File: src/rtl/alu_arbiter.sv
// -----------------------------------------------------------------------------
// alu_arbiter
//
// Shares a single 32-bit ALU between two requesters:
//   requester 0 : core datapath
//   requester 1 : address / auxiliary unit
//
// Each request is a valid/ready handshake carrying an opcode and two operands.
// Arbitration is round-robin. Each operation takes three cycles:
//   IDLE : handshake accepted, operands registered
//   EXEC : registered operands drive the ALU, result/zero registered
//   RESP : response held until the owner consumes it
// The priority pointer flips only when a response completes. It never flips
// on acceptance, so a requester that lost a tie always wins the next round.
//
// Each requester also has a saturating grant counter for performance
// visibility.
//
// Ports
//   clk                    rising-edge clock
//   reset                  synchronous, active-high reset
//   R0_/R1_Valid_i         request valid
//   R0_/R1_Ready_o         request accepted (combinational, one-hot or zero)
//   R0_/R1_Op_i            ALU opcode
//   R0_/R1_A_i, _B_i       operands
//   R0_/R1_Rsp_Valid_o     response valid for that requester
//   R0_/R1_Rsp_Ready_i     requester consumes its response
//   Result_o, Zero_o       registered ALU result and zero flag
//   Busy_o                 high whenever the arbiter is not idle
//   R0_/R1_Grant_Cnt_o     saturating accepted-request counters
// -----------------------------------------------------------------------------
module alu_arbiter #(
    parameter int CNT_W = 16
) (
    input  logic             clk,
    input  logic             reset,

    input  logic             R0_Valid_i,
    output logic             R0_Ready_o,
    input  logic [3:0]       R0_Op_i,
    input  logic [31:0]      R0_A_i,
    input  logic [31:0]      R0_B_i,
    output logic             R0_Rsp_Valid_o,
    input  logic             R0_Rsp_Ready_i,

    input  logic             R1_Valid_i,
    output logic             R1_Ready_o,
    input  logic [3:0]       R1_Op_i,
    input  logic [31:0]      R1_A_i,
    input  logic [31:0]      R1_B_i,
    output logic             R1_Rsp_Valid_o,
    input  logic             R1_Rsp_Ready_i,

    output logic [31:0]      Result_o,
    output logic             Zero_o,
    output logic             Busy_o,
    output logic [CNT_W-1:0] R0_Grant_Cnt_o,
    output logic [CNT_W-1:0] R1_Grant_Cnt_o
);

    localparam int N_REQ = 2;

    // ALU opcodes
    localparam logic [3:0] OP_ADD = 4'b0000;
    localparam logic [3:0] OP_OR  = 4'b0010;
    localparam logic [3:0] OP_LUI = 4'b0100;

    typedef enum logic [1:0] {
        IDLE = 2'd0,
        EXEC = 2'd1,
        RESP = 2'd2
    } state_t;

    // -------------------------------------------------------------------------
    // Requester-indexed views of the flat port list
    // -------------------------------------------------------------------------
    logic [N_REQ-1:0] req_valid;
    logic [N_REQ-1:0] rsp_ready;
    logic [N_REQ-1:0] grant;
    logic [N_REQ-1:0] ready;
    logic [N_REQ-1:0] rsp_valid;
    logic [3:0]       req_op [N_REQ];
    logic [31:0]      req_a  [N_REQ];
    logic [31:0]      req_b  [N_REQ];

    assign req_valid = {R1_Valid_i, R0_Valid_i};
    assign rsp_ready = {R1_Rsp_Ready_i, R0_Rsp_Ready_i};

    assign req_op[0] = R0_Op_i;
    assign req_op[1] = R1_Op_i;
    assign req_a[0]  = R0_A_i;
    assign req_a[1]  = R1_A_i;
    assign req_b[0]  = R0_B_i;
    assign req_b[1]  = R1_B_i;

    // -------------------------------------------------------------------------
    // State
    // -------------------------------------------------------------------------
    state_t      state_reg, state_next;
    logic        prio_reg, prio_next;
    logic        owner_reg, owner_next;
    logic [3:0]  op_reg;
    logic [31:0] a_reg, b_reg;
    logic [31:0] result_reg;
    logic        zero_reg;
    logic [CNT_W-1:0] cnt_reg [N_REQ];

    logic        accept;
    logic        accept_idx;
    logic        load_result;

    // ALU outputs
    logic [31:0] alu_result;
    logic        alu_zero;

    // -------------------------------------------------------------------------
    // Arbitration: a lone requester always wins. On a tie, prio decides.
    // The grant is only acted on in IDLE, through ready.
    // -------------------------------------------------------------------------
    always_comb begin
        grant = '0;
        if (req_valid == 2'b11) begin
            grant[prio_reg] = 1'b1;
        end else begin
            grant = req_valid;
        end
    end

    generate
        for (genvar gi = 0; gi < N_REQ; gi++) begin : g_req
            localparam logic REQ_ID = 1'(gi);

            // Masking with reset keeps ready low during the reset cycle,
            // even if a requester is already presenting valid.
            assign ready[gi]     = (state_reg == IDLE) & grant[gi] & ~reset;
            assign rsp_valid[gi] = (state_reg == RESP) & (owner_reg == REQ_ID);

            // Saturating grant counter. It sticks at all-ones.
            always_ff @(posedge clk) begin
                if (reset) begin
                    cnt_reg[gi] <= '0;
                end else if (ready[gi] && req_valid[gi] && (cnt_reg[gi] != '1)) begin
                    cnt_reg[gi] <= cnt_reg[gi] + CNT_W'(1);
                end
            end
        end
    endgenerate

    // ready is one-hot or zero, so ready[1] alone identifies the winner
    assign accept     = |(ready & req_valid);
    assign accept_idx = ready[1];

    // -------------------------------------------------------------------------
    // Shared ALU, driven only from the operand registers
    // -------------------------------------------------------------------------
    always_comb begin
        alu_result = '0;
        case (op_reg)
            OP_ADD:  alu_result = a_reg + b_reg;
            OP_OR:   alu_result = a_reg | b_reg;
            OP_LUI:  alu_result = {b_reg[19:0], 12'b0};
            default: alu_result = '0;
        endcase
        alu_zero = (alu_result == 32'd0);
    end

    // -------------------------------------------------------------------------
    // FSM next-state logic
    // -------------------------------------------------------------------------
    always_comb begin
        state_next  = state_reg;
        prio_next   = prio_reg;
        owner_next  = owner_reg;
        load_result = 1'b0;

        case (state_reg)
            IDLE: begin
                if (accept) begin
                    owner_next = accept_idx;
                    state_next = EXEC;
                end
            end
            EXEC: begin
                load_result = 1'b1;
                state_next  = RESP;
            end
            RESP: begin
                // Only the owner's consume counts. The other requester's
                // Rsp_Ready is ignored.
                if (rsp_ready[owner_reg]) begin
                    prio_next  = ~owner_reg;
                    state_next = IDLE;
                end
            end
            default: begin
                state_next = IDLE;
            end
        endcase
    end

    // -------------------------------------------------------------------------
    // Registers
    // -------------------------------------------------------------------------
    always_ff @(posedge clk) begin
        if (reset) begin
            state_reg <= IDLE;
            prio_reg  <= 1'b0;
            owner_reg <= 1'b0;
        end else begin
            state_reg <= state_next;
            prio_reg  <= prio_next;
            owner_reg <= owner_next;
        end
    end

    // Operands are captured on the handshake edge. Holding them afterwards
    // means the requester may change its inputs as soon as it is accepted.
    always_ff @(posedge clk) begin
        if (reset) begin
            op_reg <= '0;
            a_reg  <= '0;
            b_reg  <= '0;
        end else if (accept) begin
            op_reg <= req_op[accept_idx];
            a_reg  <= req_a[accept_idx];
            b_reg  <= req_b[accept_idx];
        end
    end

    // The result is written only in EXEC, so it stays stable through RESP.
    always_ff @(posedge clk) begin
        if (reset) begin
            result_reg <= '0;
            zero_reg   <= 1'b0;
        end else if (load_result) begin
            result_reg <= alu_result;
            zero_reg   <= alu_zero;
        end
    end

    // -------------------------------------------------------------------------
    // Outputs
    // -------------------------------------------------------------------------
    assign R0_Ready_o     = ready[0];
    assign R1_Ready_o     = ready[1];
    assign R0_Rsp_Valid_o = rsp_valid[0];
    assign R1_Rsp_Valid_o = rsp_valid[1];
    assign Result_o       = result_reg;
    assign Zero_o         = zero_reg;
    assign Busy_o         = (state_reg != IDLE);
    assign R0_Grant_Cnt_o = cnt_reg[0];
    assign R1_Grant_Cnt_o = cnt_reg[1];

endmodule

File: config.mk
export PLATFORM = sky130hd
export DESIGN_NAME = alu_arbiter
export DESIGN_NICKNAME = d
export VERILOG_FILES = /design/src/rtl/alu_arbiter.sv
export SDC_FILE = /design/constraint.sdc
export NUM_CORES = 1
export LEC_CHECK = 0
export CAP_MARGIN = 20
export CORE_MARGIN = 2
export CORE_UTILIZATION = 47
export CTS_BUF_LIST = sky130_fd_sc_hd__clkbuf_2
export CTS_CLUSTER_DIAMETER = 120
export DETAILED_ROUTE_END_ITERATION = 6
export PLACE_DENSITY = 0.87
export SETUP_SLACK_MARGIN = 0.02
export SYNTH_ARGS = -nofsm -noshare
export SYNTH_HDL_FRONTEND = slang
export SYNTH_SLANG_ARGS = --single-unit
File: constraint.sdc
create_clock -name clk -period 2.98 [get_ports clk]
set_clock_uncertainty 0.05 [all_clocks]
set_input_delay 0.596 -clock clk [delete_from_list [all_inputs] [get_ports clk]]
set_output_delay 0.596 -clock clk [all_outputs]
set_load 0.005 [all_outputs]
## Word-level counts from Yosys, hierarchy flattened

Memories as Yosys holds them, arrays and structs flattened.
Index checks and enable logic that the tools add are counted.

| storage, ports and cells | value |
|---|---|
| register bits | 105 |
| latch bits | 0 |
| RAM bits | 32 |
| bits in read-only memories | 0 |
| input port bits | 142 |
| logic and storage cells | 80 |
| memories kept | 1 |

Memories:

| name | words | width | rd ports | clocked after memory_dff | write ports | line | RTL |
|---|---|---|---|---|---|---|---|
| cnt_reg | 2 | 16 | 2 | 0 | 2 | 106 | `logic [CNT_W-1:0] cnt_reg [N_REQ];` |

| cells by class | value |
|---|---|
| add/subtract/negate cells | 3 |
| multipliers | 0 |
| divide/modulo/power cells | 0 |
| order comparisons | 4 |
| equal/unequal tests | 9 |
| shift operators | 0 |
| multiplexer cells | 29 |
| bitwise gates (word level) | 13 |
| reduce and logical (&&, ||, !) cells | 13 |

Operator list:

| kind | number |
|---|---|
| 32-bit two-way mux | 6 |
| 32-bit one-hot mux with 3 select lines | 1 |
| 16-bit by 1-bit adder with 16-bit output, second input constant | 2 |
| 32-bit adder | 1 |
| 32-bit logical NOT | 1 |
| 16-bit two-way mux | 2 |
| 16-bit != test, second input constant | 2 |
| 32-bit OR | 1 |
| 1-bit two-way mux | 12 |
| 4-bit two-way mux | 3 |
| 1-bit AND | 6 |
| 2-bit two-way mux | 3 |
| 2-bit one-hot mux with 3 select lines | 1 |
| 2-bit AND reduction | 3 |
| 1-bit logical AND | 5 |
| 2-bit equality test, second input constant | 2 |
| 4-bit by 2-bit equality test with 1-bit output, second input constant | 1 |
| 4-bit by 3-bit equality test with 1-bit output, second input constant | 1 |
| 4-bit logical NOT | 1 |
| 1-bit by 2-bit less-than comparator with 1-bit output, second input constant | 2 |
| 2-bit AND | 1 |
| 2-bit by 1-bit equality test with 1-bit output, second input constant | 1 |
| 2-bit greater-or-equal comparator, second input constant | 1 |
| 2-bit logical NOT | 1 |
| other kinds (9) | 11 |

## Logic depth before layout (Yosys ltp)

| logic depth | value |
|---|---|
| depth in word-level cells | 13 |
| depth in mapped cells | 13 |

## Worst setup path before layout

No wires, ideal clock.

| path | value |
|---|---|
| kind | flip-flop to flip-flop |
| start point | register b_reg[0] |
| end point | register zero_reg, in the netlist Zero_o |
| library setup time | 0.059 ns |
| arrival time | 3.013 ns |
| setup slack | -0.142 ns |
| cell stages (with the launch flop) | 14 |
| cells stage by stage | dfxtp_1 -> ha_1 -> inv_1 -> fa_1 -> nor2b_1 -> o211ai_4 -> a2111o_1 -> a31oi_2 -> a311oi_2 -> o21a_1 -> xnor2_1 -> a221oi_2 -> and4_1 -> a41o_1 |

| on the way | value |
|---|---|
| word-level cells in the longest chain between the ends | 3 |
| elaborated cells on any way between the ends | 4 |
| classes of those cells | add/sub: 1; mux: 1; bitwise: 1; reduce/logical: 1 |

RTL lines:

| what | line | RTL |
|---|---|---|
| from (decl) | 103 | `logic [31:0] a_reg, b_reg;` |
| from (signal assigned) | 226 | `b_reg <= req_b[accept_idx];` |
| 32-bit adder or 32-bit OR (tied branches) | 159, 160 |  |
| 32-bit one-hot mux with 3 select lines (*) | 158 | `case (op_reg)` |
| 32-bit logical NOT (*) | 164 | `alu_zero = (alu_result == 32'd0);` |
| to (signal assigned) | 237 | `zero_reg <= alu_zero;` |
| to (decl) | 105 | `logic zero_reg;` |

Every way passes the cells marked *; elsewhere a longest branch is shown, timed or not.
A chain may end at the register's enable or synchronous reset.

## Worst setup path after layout

Same ends and word-level chain as after synthesis.

==> results.toml <==
[power_and_ir_drop]
p_int_mw = 3.485
powerDensity_nw_per_um2 = 449.5
max-vdd-ir-drop_mv = 0.3118
swShare = 0.3757
p_leak_nw = 4.896
p_total_mw = 5.582
power.share.clock = 0.178
power_frac_comb = 0.410
p_seq_frac = 0.411
netSwitchingPower_mw = 2.097

[logic_synthesis]
ys.flop_type = "dfxtp_1"
netlist_top_cells_area = "dfxtp_1 24%, edfxtp_1 11%, ha_1 9.4%"
synthAdderAreaFrac = 0.09616
ys_ff_latch = 137
avgSynthCellArea_um2 = 7.914
synth-async-reset-ratio = 0
netlist_instances = 1095
netlist_area_um2 = 8666
yosysTopAreaCell = "dfxtp_1"
seq_area_frac_synth = 0.3535
synth_top_area_frac = 0.2426
synth-xor-area-share = 0.05053
yosys.area_share.simple = 0.2252
synth.distinct_cells = 66
syn_nets = 1303
synth_compound_area_frac = 0.2073
synth_top_family_by_area = "simple AND/OR/NAND/NOR gates"
synth_edf_count = 32
ys_warn_count = 0
synth.mux.area_fraction = 0.006930

[cts]
clkTransAtPathRegs_ns = 0.23
clk_latency_ns = 0.75
clk_path_buf_depth = 2
cts_tree = "yes"
numCtsBuffers = 17
cts-root-buf = "clkbuf_2"
clock_sinks = 137
cts_max_level = 4
ctsHoldBuffers = 0

[timing]
finalSetupViolCount = 3
min_period_ns = 3.106
hold_violations = 0
relSlewSlack = 0.4535
setup_tns_ns = -0.1479
max_slew.worst_pin.slew_ns = 0.8135
holdWs_ns = 0.2679
fmax_mhz = 321.9
worst_slack_ns = -0.1261
fin_crit_sh = 1.042
drv_slew = 0
rsz0062_at_grt = "true"

[critical_path]
crit_required_ns = 3.61
cp-end-kind = "register"
start_kind = "register"
rrSetupSlack_ns = -0.13
critical_path_class = "reg2reg"
path_max_fanout = 5
worst_ep_arrival_time_ns = 3.74

[floorplanning]
coreArea_um2 = 18020
die_h_um = 139.8
row_count = 49
ios = 212
initial_core_util = 0.4808
die_w_um = 139.8
die-area_um2 = 19540

[final_layout]
fin_util = 0.6889
final_layout_size_suffix_gt1_frac = 0.1737
multi_input_area_um2 = 5334
seq_area_um2 = 3082
fill_cells = 1480
nNetsFinal = 1617
syn_to_final_growth_pct = 43.30

[run_status]
status = "finished, violations left"
violations = "setup timing"

[place]
portBuffers = 211
place_worst_setup_slack_ns = -0.2050
gp_congestion = 0.9856
hpwl_mm = 23.51

[global_route]
grt_pass1_wl_mm = 46.69
grt_pass1_vias = 8671
gr-total-overflow = 0
antenna_found_initial = 1
grt_max_degree = 138
track_usage = 0.2983

[detailed_routing]
avgRoutedWirePerCell_um = 18.06
drc_errors = 0
finalWirelength_mm = 29.84
dr.pass1.iters = 7
final_antenna_net_count = 0
dr_total_vias = 9304
drtIter0Drc = 922
viasPerCell = 5.632

[flow_run]
cap_viol_max_count = 0

[min_path]
hold_class = "in2reg"
-- cells in the mapped netlist (2+ instances only) --
cell,n
nand3_1,25
a311oi_1,68
inv_1,73
nor4_1,2
a31oi_1,7
dfxtp_1,105
a221oi_2,2
xnor2_1,25
a2111oi_0,2
edfxtp_1,32
and3_1,11
nor2_1,165
a21oi_1,48
xor2_1,25
nor3b_1,3
o21ai_1,3
a41o_1,3
and4_1,3
nor3_1,12
a211oi_1,20
clkbuf_1,59
a31o_2,2
o31ai_1,2
buf_2,4
a221oi_1,10
nand2_1,194
o31a_1,2
o21ai_0,24
o21ai_2,2
nor2b_1,6
nand2b_1,5
ha_1,65
o211ai_1,7
mux2i_1,6
a2111o_1,2
a21o_1,12
nand4_1,13
nand3b_1,3
or3_1,6
o21bai_1,7
o221ai_1,2
and2_1,4
-- worst max-delay path: stages, from the launching register on --
cell and delay, ns:
dfxtp_2 0.40, ha_4 0.14, inv_2 0.04, fa_2 0.37
nor2b_4 0.15, o211ai_4 0.10, a2111o_1 0.45, a31oi_4 0.20
a311oi_2 0.14, o21a_1 0.23, xnor2_1 0.14, a221oi_2 0.25
and4_1 0.22, a41o_1 0.15
-- cells in the final DEF, fill, tap and decap left out, types with 5 or more instances in the layout --
master | netlist | layout
a211oi_1 | 20 | 17
a21o_1 | 12 | 12
a21oi_1 | 48 | 44
a221oi_2 | 2 | 8
a311oi_1 | 68 | 68
a31oi_1 | 7 | 6
and3_1 | 11 | 11
buf_4 | 0 | 147
clkbuf_2 | 0 | 18
clkdlybuf4s50_1 | 0 | 209
dfxtp_1 | 105 | 92
dfxtp_2 | 0 | 12
edfxtp_1 | 32 | 32
ha_1 | 65 | 58
ha_4 | 0 | 5
inv_1 | 73 | 71
mux2i_1 | 6 | 6
nand2_1 | 194 | 194
nand2b_1 | 5 | 5
nand3_1 | 25 | 23
nand4_1 | 13 | 13
nor2_1 | 165 | 164
nor3_1 | 12 | 11
o211ai_1 | 7 | 7
o21ai_0 | 24 | 22
o21bai_1 | 7 | 7
or3_1 | 6 | 6
xnor2_1 | 25 | 25
xor2_1 | 25 | 25
-- through the flow --
stage          instance area (um2)  std cells
4_1_cts                      12250       1649
3_3_place_gp                 11960       1615
2_1_floorplan                 8673       1095
3_5_place_dp                 11960       1615
6_report                     12420       1652
5_1_grt                      12420       1652
-- layout make-up --
| cell class | instances | area share |
|---|---|---|
| inverter | 74 | 0.02237 |
| clock inverter | 14 | 0.008161 |
| clock buffer | 18 | 0.007254 |
| multi-input combinational | 820 | 0.4295 |
| timing repair buffer | 359 | 0.2613 |
| tap | 229 | 0.02307 |
| antenna | 1 | 0.0002015 |
| sequential | 137 | 0.2482 |
-- logic make-up (layout without fill, tap and decap cells) --
kind of cell,count (synthesis),in the layout
xor+xnor,50,50
other cells,0,1
mux,6,6
fa+ha+maj,66,66
simple gates,459,459
flops,137,137
compound gates,239,239
buf+inv,138,465
-- routing by layer --
layer	wire length, um	track usage	vias up
met5	0	0	-
met1	13870	0.4517	4325
li1	-	-	4465
met2	12630	0.4288	463
met3	2619	0.05816	51
met4	710	0.08684	0
-- path summary, 6_finish.rpt --
check / to / cells after the start / startpoint
max: Zero_o / 13 / b_reg[0]
min: owner_reg / 5 / reset
max reg2reg: Zero_o / 13 / b_reg[0]
min reg2reg: Result_o[3] / 2 / Result_o[3]
-- power by group through the flow --
| stage | Sequential, mW | Clock [mW] | Combinational, mW |
|---|---|---|---|
| 4_1_cts | 2.29 | 1.00 | 2.19 |
| 3_3_place_gp | 2.31 | 0 | 2.12 |
| 5_1_grt | 2.32 | 1.08 | 2.48 |
| 2_1_floorplan | 2.29 | 0 | 1.01 |
| 3_5_place_dp | 2.33 | 0 | 2.15 |
| 6_report | 2.29 | 0.996 | 2.29 |
-- what timing repair did --
item,CTS,global route
endpoints found under the setup margin,7,13
pin swaps,6,19
buffers inserted,2,3
gates resized for setup,19,38
hold endpoints to repair,0,0
Note: power is estimated with default switching activity, not from simulation.
